### src/rtl/conv_tile_scheduler.sv
// Tile sequencer for the single-row-tile convolution MAC datapath: fetches weights
// and pixel windows, launches kernel loops, hands results downstream, clears the MACs.
module conv_tile_scheduler #(
  parameter int kx       = 3,
  parameter int Pix      = 3,
  parameter int RES      = 8,
  parameter int MAX_ROWS = 64,
  parameter int MAX_OC   = 16
) (
  input  logic                          clk,
  input  logic                          rst,
  input  logic                          start,
  input  logic [$clog2(MAX_ROWS+1)-1:0] cfg_num_rows,
  input  logic [$clog2(MAX_OC+1)-1:0]   cfg_num_oc,
  output logic                          wt_req,
  output logic [$clog2(MAX_OC)-1:0]     wt_oc,
  input  logic                          wt_ack,
  output logic                          row_req,
  output logic [$clog2(MAX_ROWS)-1:0]   row_idx,
  input  logic                          row_ack,
  output logic                          pixel_ready,
  output logic                          weight_ready,
  output logic                          MAC_clear,
  input  logic                          kernel_loop_done,
  input  logic [Pix*RES-1:0]            acc_in,
  output logic                          out_valid,
  input  logic                          out_ready,
  output logic [Pix*RES-1:0]            out_data,
  output logic [$clog2(MAX_ROWS)-1:0]   out_row,
  output logic [$clog2(MAX_OC)-1:0]     out_oc,
  output logic                          busy,
  output logic                          done
);

  localparam int RW  = $clog2(MAX_ROWS);
  localparam int OW  = $clog2(MAX_OC);
  localparam int NRW = $clog2(MAX_ROWS+1);
  localparam int NOW = $clog2(MAX_OC+1);

  if (kx < 1 || Pix < 1 || RES < 1) begin : g_bad_cfg
    $error("conv_tile_scheduler: kx, Pix and RES must be positive");
  end

  typedef enum logic [2:0] {
    S_IDLE      = 3'd0,
    S_FETCH_W   = 3'd1,
    S_FETCH_ROW = 3'd2,
    S_LAUNCH    = 3'd3,
    S_RUN       = 3'd4,
    S_DRAIN     = 3'd5,
    S_CLEAR     = 3'd6,
    S_DONE      = 3'd7
  } state_e;

  state_e             state_q, state_d;
  logic [RW-1:0]      row_q, row_d;
  logic [OW-1:0]      oc_q, oc_d;
  logic [NRW-1:0]     num_rows_q, num_rows_d;
  logic [NOW-1:0]     num_oc_q, num_oc_d;
  logic [Pix*RES-1:0] out_data_q, out_data_d;
  logic [RW-1:0]      out_row_q, out_row_d;
  logic [OW-1:0]      out_oc_q, out_oc_d;
  logic               row_last_s, oc_last_s;
  logic               wt_req_q, row_req_q, launch_q, clear_q, valid_q, busy_q, done_q;

  // Counters never pass the latched limits, so row+1 / oc+1 always fit the cfg width.
  assign row_last_s = (NRW'(row_q) + NRW'(1)) >= num_rows_q;
  assign oc_last_s  = (NOW'(oc_q) + NOW'(1)) >= num_oc_q;

  // Next-state, counter and result-capture logic.
  always_comb begin
    state_d    = state_q;
    row_d      = row_q;
    oc_d       = oc_q;
    num_rows_d = num_rows_q;
    num_oc_d   = num_oc_q;
    out_data_d = out_data_q;
    out_row_d  = out_row_q;
    out_oc_d   = out_oc_q;
    case (state_q)
      S_IDLE: begin
        if (start) begin
          num_rows_d = cfg_num_rows;
          num_oc_d   = cfg_num_oc;
          row_d      = '0;
          oc_d       = '0;
          if (cfg_num_rows == NRW'(0) || cfg_num_oc == NOW'(0)) begin
            state_d = S_DONE;
          end else begin
            state_d = S_FETCH_W;
          end
        end else begin
          state_d = S_IDLE;
        end
      end
      S_FETCH_W: begin
        if (wt_ack) state_d = S_FETCH_ROW;
        else        state_d = S_FETCH_W;
      end
      S_FETCH_ROW: begin
        if (row_ack) state_d = S_LAUNCH;
        else         state_d = S_FETCH_ROW;
      end
      S_LAUNCH: state_d = S_RUN;
      S_RUN: begin
        if (kernel_loop_done) begin
          out_data_d = acc_in;
          out_row_d  = row_q;
          out_oc_d   = oc_q;
          state_d    = S_DRAIN;
        end else begin
          state_d = S_RUN;
        end
      end
      S_DRAIN: begin
        if (out_ready) state_d = S_CLEAR;
        else           state_d = S_DRAIN;
      end
      S_CLEAR: begin
        if (!row_last_s) begin
          row_d   = row_q + RW'(1);
          state_d = S_FETCH_ROW;
        end else if (!oc_last_s) begin
          row_d   = '0;
          oc_d    = oc_q + OW'(1);
          state_d = S_FETCH_W;
        end else begin
          state_d = S_DONE;
        end
      end
      S_DONE:  state_d = S_IDLE;
      default: state_d = S_IDLE;
    endcase
  end

  // State, counters and outputs; outputs are registered from the next state.
  always_ff @(posedge clk) begin
    if (rst) begin
      state_q    <= S_IDLE;
      row_q      <= '0;
      oc_q       <= '0;
      num_rows_q <= '0;
      num_oc_q   <= '0;
      out_data_q <= '0;
      out_row_q  <= '0;
      out_oc_q   <= '0;
      wt_req_q   <= 1'b0;
      row_req_q  <= 1'b0;
      launch_q   <= 1'b0;
      clear_q    <= 1'b0;
      valid_q    <= 1'b0;
      busy_q     <= 1'b0;
      done_q     <= 1'b0;
    end else begin
      state_q    <= state_d;
      row_q      <= row_d;
      oc_q       <= oc_d;
      num_rows_q <= num_rows_d;
      num_oc_q   <= num_oc_d;
      out_data_q <= out_data_d;
      out_row_q  <= out_row_d;
      out_oc_q   <= out_oc_d;
      wt_req_q   <= (state_d == S_FETCH_W);
      row_req_q  <= (state_d == S_FETCH_ROW);
      launch_q   <= (state_d == S_LAUNCH);
      clear_q    <= (state_d == S_CLEAR);
      valid_q    <= (state_d == S_DRAIN);
      busy_q     <= (state_d != S_IDLE) && (state_d != S_DONE);
      done_q     <= (state_d == S_DONE);
    end
  end

  assign wt_req       = wt_req_q;
  assign wt_oc        = oc_q;
  assign row_req      = row_req_q;
  assign row_idx      = row_q;
  assign pixel_ready  = launch_q;
  assign weight_ready = launch_q;
  assign MAC_clear    = clear_q;
  assign out_valid    = valid_q;
  assign out_data     = out_data_q;
  assign out_row      = out_row_q;
  assign out_oc       = out_oc_q;
  assign busy         = busy_q;
  assign done         = done_q;

endmodule

### config.mk
export PLATFORM = sky130hd
export DESIGN_NAME = conv_tile_scheduler
export DESIGN_NICKNAME = d
export VERILOG_FILES = /design/src/rtl/conv_tile_scheduler.sv
export SDC_FILE = /design/constraint.sdc
export NUM_CORES = 1
export LEC_CHECK = 0
export ABC_AREA = 1
export BUFFER_PORTS_ARGS = -buffer_cell sky130_fd_sc_hd__buf_2
export CORE_MARGIN = 5
export CORE_UTILIZATION = 50
export CTS_CLUSTER_SIZE = 24
export DETAILED_ROUTE_END_ITERATION = 8
export GPL_ROUTABILITY_DRIVEN = 1
export MAX_ROUTING_LAYER = met4
export PLACE_DENSITY = 0.85
export REMOVE_ABC_BUFFERS = 1
export SLEW_MARGIN = 20
export SYNTH_ARGS = -nofsm -noshare
export SYNTH_HDL_FRONTEND = slang
export SYNTH_SLANG_ARGS = --single-unit
### constraint.sdc
create_clock -name clk -period 2.5 [get_ports clk]
set_clock_uncertainty 0.15 [all_clocks]
set_input_delay 0.375 -clock clk [delete_from_list [all_inputs] [get_ports clk]]
set_output_delay 0.375 -clock clk [all_outputs]
set_load 0.05 [all_outputs]
# Word-level counts from Yosys, hierarchy flattened
# Index checks and enable logic that the tools add are counted.
# totals
register_bits	66
in_bits	43
output_inout_bits	52
# op_classes
n_addsub	4
order_cmp	2
n_eq_ne	18
n_mux	17
reduce_logical	11
# ops
operator	count
3-bit case mux with 8 select lines	1
3-bit equality test, second input constant	7
6-bit two-way mux	3
3-bit by 2-bit equality test with 1-bit output, second input constant	4
3-bit two-way mux	4
4-bit two-way mux	3
6-bit case mux with 2 select lines	1
4-bit case mux with 2 select lines	1
6-bit by 1-bit adder with 7-bit output, second input constant	1
7-bit >= comparator	1
7-bit logical NOT	1
6-bit by 1-bit adder with 6-bit output, second input constant	1
3-bit by 1-bit equality test with 1-bit output, second input constant	2
2-bit != test, second input constant	3
3-bit != test, second input constant	2
4-bit by 1-bit adder with 5-bit output, second input constant	1
5-bit >= comparator	1
5-bit logical NOT	1
4-bit by 1-bit adder with 4-bit output, second input constant	1
2-bit two-way mux	2
2-bit AND reduction	2
4-bit AND reduction	1
3-bit logical NOT	1
3-bit AND reduction	1
5 further kinds	6

# Logic depth before layout (Yosys ltp)
# logic_depth
depth_word	7
depth_mapped	15
depth_no_buf	15

# Worst setup path after synthesis
# Ideal clock, no wire load.
# synth_path
path_type	reg-to-reg
start	register row_q[0] (netlist: row_idx[0])
end	register busy_q (netlist: busy)
setup_ps	113
arrival_time_ps	2333
t_required_ps	2237
setup_slack_ps	-96
path_stages_with_launch	16
path_buffers	0
period_less_slack_ps	2596
cell_sequence	dfxtp_1 -> ha_1 -> nand3_1 -> xor2_1 -> inv_1 -> ha_1 -> nand2_1 -> nand2_1 -> a21oi_2 -> nand2_1 -> nand3_1 -> nand2_1 -> nand2_1 -> nand3_1 -> nand2_1 -> nor2_1
# synth_between
elab_chain_cells	6
elab_cells_between_ends	7
cone_classes	add/sub: 1; order compare: 1; eq/ne: 1; mux: 2; reduce/logical: 2
# synth_rtl
item	line_no	rtl
from (decl)	56	logic [RW-1:0] row_q, row_d;
from (signal assigned)	156	row_q <= row_d;
6-bit by 1-bit adder with 7-bit output (*)	67	assign row_last_s = (NRW'(row_q) + NRW'(1)) >= num_rows_q;
7-bit >= comparator (*)	67	
3-bit two-way mux (*)	120	if (!row_last_s) begin
3-bit case mux with 8 select lines (*)	80	case (state_q)
3-bit != test / 3-bit nonzero test (equally long branches)	168	busy_q <= (state_d != S_IDLE) && (state_d != S_DONE);
1-bit logical AND (*)	168	
to (signal assigned)	168	
to (decl)	64	logic wt_req_q, row_req_q, launch_q, clear_q, valid_q, busy_q, done_q;
# Mark *: on every way between the ends. The rest lies on a longest branch, timed or not.
# A chain may end at the register's enable or synchronous reset.

# Worst setup path after layout
# layout_path
start	register row_q[1] (netlist: row_idx[1])
end	register busy_q (netlist: busy)
# Same word-level chain as after synthesis.

==> metrics.cfg <==
[floorplan]
initial_utilization = 0.520
coreArea_um2 = 5570
rows = 27
dieWidth_um = 86.1
ios = 95
die_y_um = 86.1
fp.dieArea_um2 = 7420

[synth]
synthMostInstantiatedCell = nor2_1
ys_seq_elements = 66
synthTopCellsByCount = 80 x nor2_1, 66 x dfxtp_1, 60 x nand2_1
synthCells = 389
synth_top_area_share = 0.456
netlist_top_cells_area = dfxtp_1 46%, nor2_1 10%, o21ai_0 7.9%
ys_types = 24
synth_flop_cell = dfxtp_1
synthArstFlopShare = 0
yosysTopAreaCell = dfxtp_1
synth_edf_count = 0
syn-cell-area_um2 = 2900
synth-seq-area-share = 0.456
yosysWarnings = 0
avgSynthCellArea_um2 = 7.45

[run_status]
status = finished, final reports clean

[worst_hold_path]
holdCritStartpoint = acc_in[20]
hold_depth = 3
hold_path.class = input port to register
hold_end = out_data[20]$_SDFFE_PP0P_

[global_routing]
grt_first_pass_wirelength_mm = 11.4
first_global_vias = 2630
antenna_found_initial = 0
grt.total_usage = 0.200
grt_max_degree = 38
gr-total-overflow = 0

[sta]
holdWs_ns = 0.130
setup_violations = 0
post-route-min-period_ns = 2.33
max_slew_margin = 0.622
hold_viol = 0
min_period_over_period = 0.932
fmax_mhz = 429
maxSlewViolCount = 0
worst_slew_pin_slew_ns = 0.567
fin_ws_ns = 0.169

[clocking]
cts_tree = done
postCtsSetupBuffers = 0
clkTransAtPathRegs_ns = 0.07
cts_max_path_buffers = 2
cts_sinks = 66
numCtsBuffers = 9
cts_root_buffer = clkbuf_8
htreeDepth = 3
worstSkewPairLatency_ns = 0.34

[critical_path]
critical_path.top_delay_family = simple AND/OR/NAND/NOR gates
critPathBufInv = 2
arrival_ns = 2.42
rrSetupSlack_ns = 0.17
r2r_cells = 15
cp_max_fo = 5
reg2reg_from = row_idx[1]$_SDFFE_PP0P_
slowest_stage = dfxtp_4
cpPeakStageDelay_ns = 0.37
required_ns = 2.59
crit_type = register to register
worstSetupStartpointType = register
cpMostUsedCell = nand2_1
cp-end-kind = register
crit_chain = ha_2 > nand3_1 > xor2_1 > inv_1 > ha_1 > nand2_1 > nand2_1 > a21oi_2 > nand2_2 > nand2_1 > nand3_2 > inv_1 > nand3_1 > nand2_1 > nor2_1
timing.rr.end = busy$_SDFF_PP0_

[power]
ir_worst_vdd_mv = 0.643
p_leak_nw = 1.85
power.density_nw_per_um2 = 1110

[flow_run]
cap_violations = 0

[finish]
multiInputGateArea_um2 = 1370
fillers = 475
diodes = 0
layout.nets = 541
fin_area_um2 = 3680
area_growth_pct = 27.2
drive_above_1_share = 0.292
regArea_um2 = 1330

[drt]
wl_per_cell_um = 12.5
drt_iter0_markers = 125
routed_wl_mm = 7.00
dr_wl_met2_mm = 3.27
vias = 2718
routedLengthMet1_mm = 3.08
remaining_drc_errors = 0
final_antenna_net_count = 0
highest-signal-layer = met4
wl_met3_um = 572
via_per_inst = 4.86
first_pass_iters = 5

[placed_design]
place_area_um2 = 3430
port_buffers = 94
gp_congestion = 0.853
place_ws_ns = 0.0813
dp_hpwl_mm = 5.05

## layer usage
metal  vias to the layer above  track usage
met5                         -            -
met4                         0       0.0662
met3                         6       0.0768
met2                        83        0.322
met1                      1198        0.228
li1                       1431            -
## flip-flops by register name (all words and copies together) (netlist names)
| register | cells |
|---|---|
| row_idx | 6 |
| done | 1 |
| MAC_clear | 1 |
| out_oc | 4 |
| busy | 1 |
| wt_req | 1 |
| pixel_ready | 1 |
| state_q | 3 |
| out_valid | 1 |
| row_req | 1 |
| num_rows_q | 7 |
| wt_oc | 4 |
| out_row | 6 |
| num_oc_q | 5 |
| out_data | 24 |
## what timing repair did
item	4_1_cts	5_1_grt
endpoints found under the setup margin	0	15
hold endpoints to repair	0	0
hold buffers	0	0
gates resized for setup	0	12
## metrics by stage
stage | power [mW] | std cells | TNS (ns) | util
2_1_floorplan | 2.69 | 373 | -0.602 | -
3_3_place_gp | 3.04 | 545 | 0 | 0.615
3_5_place_dp | 3.08 | 545 | 0 | 0.615
4_1_cts | 4.10 | 559 | 0 | 0.656
5_1_grt | 4.38 | 559 | -0.0550 | 0.661
6_report | 4.10 | 559 | 0 | 0.661
## cell families after synthesis
group,after synthesis,synth area share
AOI/OAI and AO/OA,76,0.134
xor gates and xnor gates,6,0.0181
adders and majority gates,14,0.0604
buffers and inverters,58,0.0799
DFF,66,0.456
and+or+nand+nor,169,0.251
## worst max path at each step
stage,start,to,slack [ns],cells past startpoint
6_report,row_idx[1]$_SDFFE_PP0P_,busy$_SDFF_PP0_,0.17,15
5_1_grt,row_idx[1]$_SDFFE_PP0P_,busy$_SDFF_PP0_,-0.04,15
4_1_cts,row_idx[1]$_SDFFE_PP0P_,row_req$_SDFF_PP0_,0.01,13
3_5_place_dp,row_idx[1]$_SDFFE_PP0P_,row_req$_SDFF_PP0_,0.08,14
3_3_place_gp,row_idx[1]$_SDFFE_PP0P_,busy$_SDFF_PP0_,0.25,15
2_1_floorplan,row_idx[0]$_SDFFE_PP0P_,busy$_SDFF_PP0_,-0.11,15
## layout by cell type (no fill, tap or decap)
cell type / instances
buf_2: 94
nor2_1: 80
dfxtp_1: 64
nand2_1: 58
o21ai_0: 46
inv_1: 33
a21oi_1: 27
ha_1: 13
clkbuf_8: 12
nand3_1: 11
inv_2: 9
xor2_1: 6
nand3_2: 6
buf_4: 6
nor3_1: 4
nand2_2: 3
nor3_2: 2
o211ai_1: 2
bufinv_16: 2
dfxtp_4: 2
nand3b_1: 1
a21oi_2: 1
nor2_4: 1
nor2_8: 1
nand2_4: 1
nor2_2: 1
ha_2: 1
## report_power, final
part,internal [mW],total [mW],switching [mW]
Sequential,1.27,1.38,0.103
Combinational,0.448,1.71,1.26
Clock,0.632,1.02,0.384
Total,2.36,4.10,1.75
## worst reg2reg max path, cell delays in order (launching register included)
cell and delay (ns):
dfxtp_4 0.37, ha_2 0.20, nand3_1 0.13, xor2_1 0.16, inv_1 0.07, ha_1 0.28, nand2_1 0.07, nand2_1 0.06
a21oi_2 0.18, nand2_2 0.10, nand2_1 0.10, nand3_2 0.12, inv_1 0.08, nand3_1 0.08, nand2_1 0.06, nor2_1 0.04
## area by class of cell
class / instances / area share
inverters: 42 / 0.0428
clock inverters: 2 / 0.0163
flip-flops and latches: 66 / 0.361
clock buffers: 12 / 0.0448
repair buffers: 100 / 0.140
well taps: 72 / 0.0244
multi-input cells: 265 / 0.371
(Power assumes the default switching activity.)
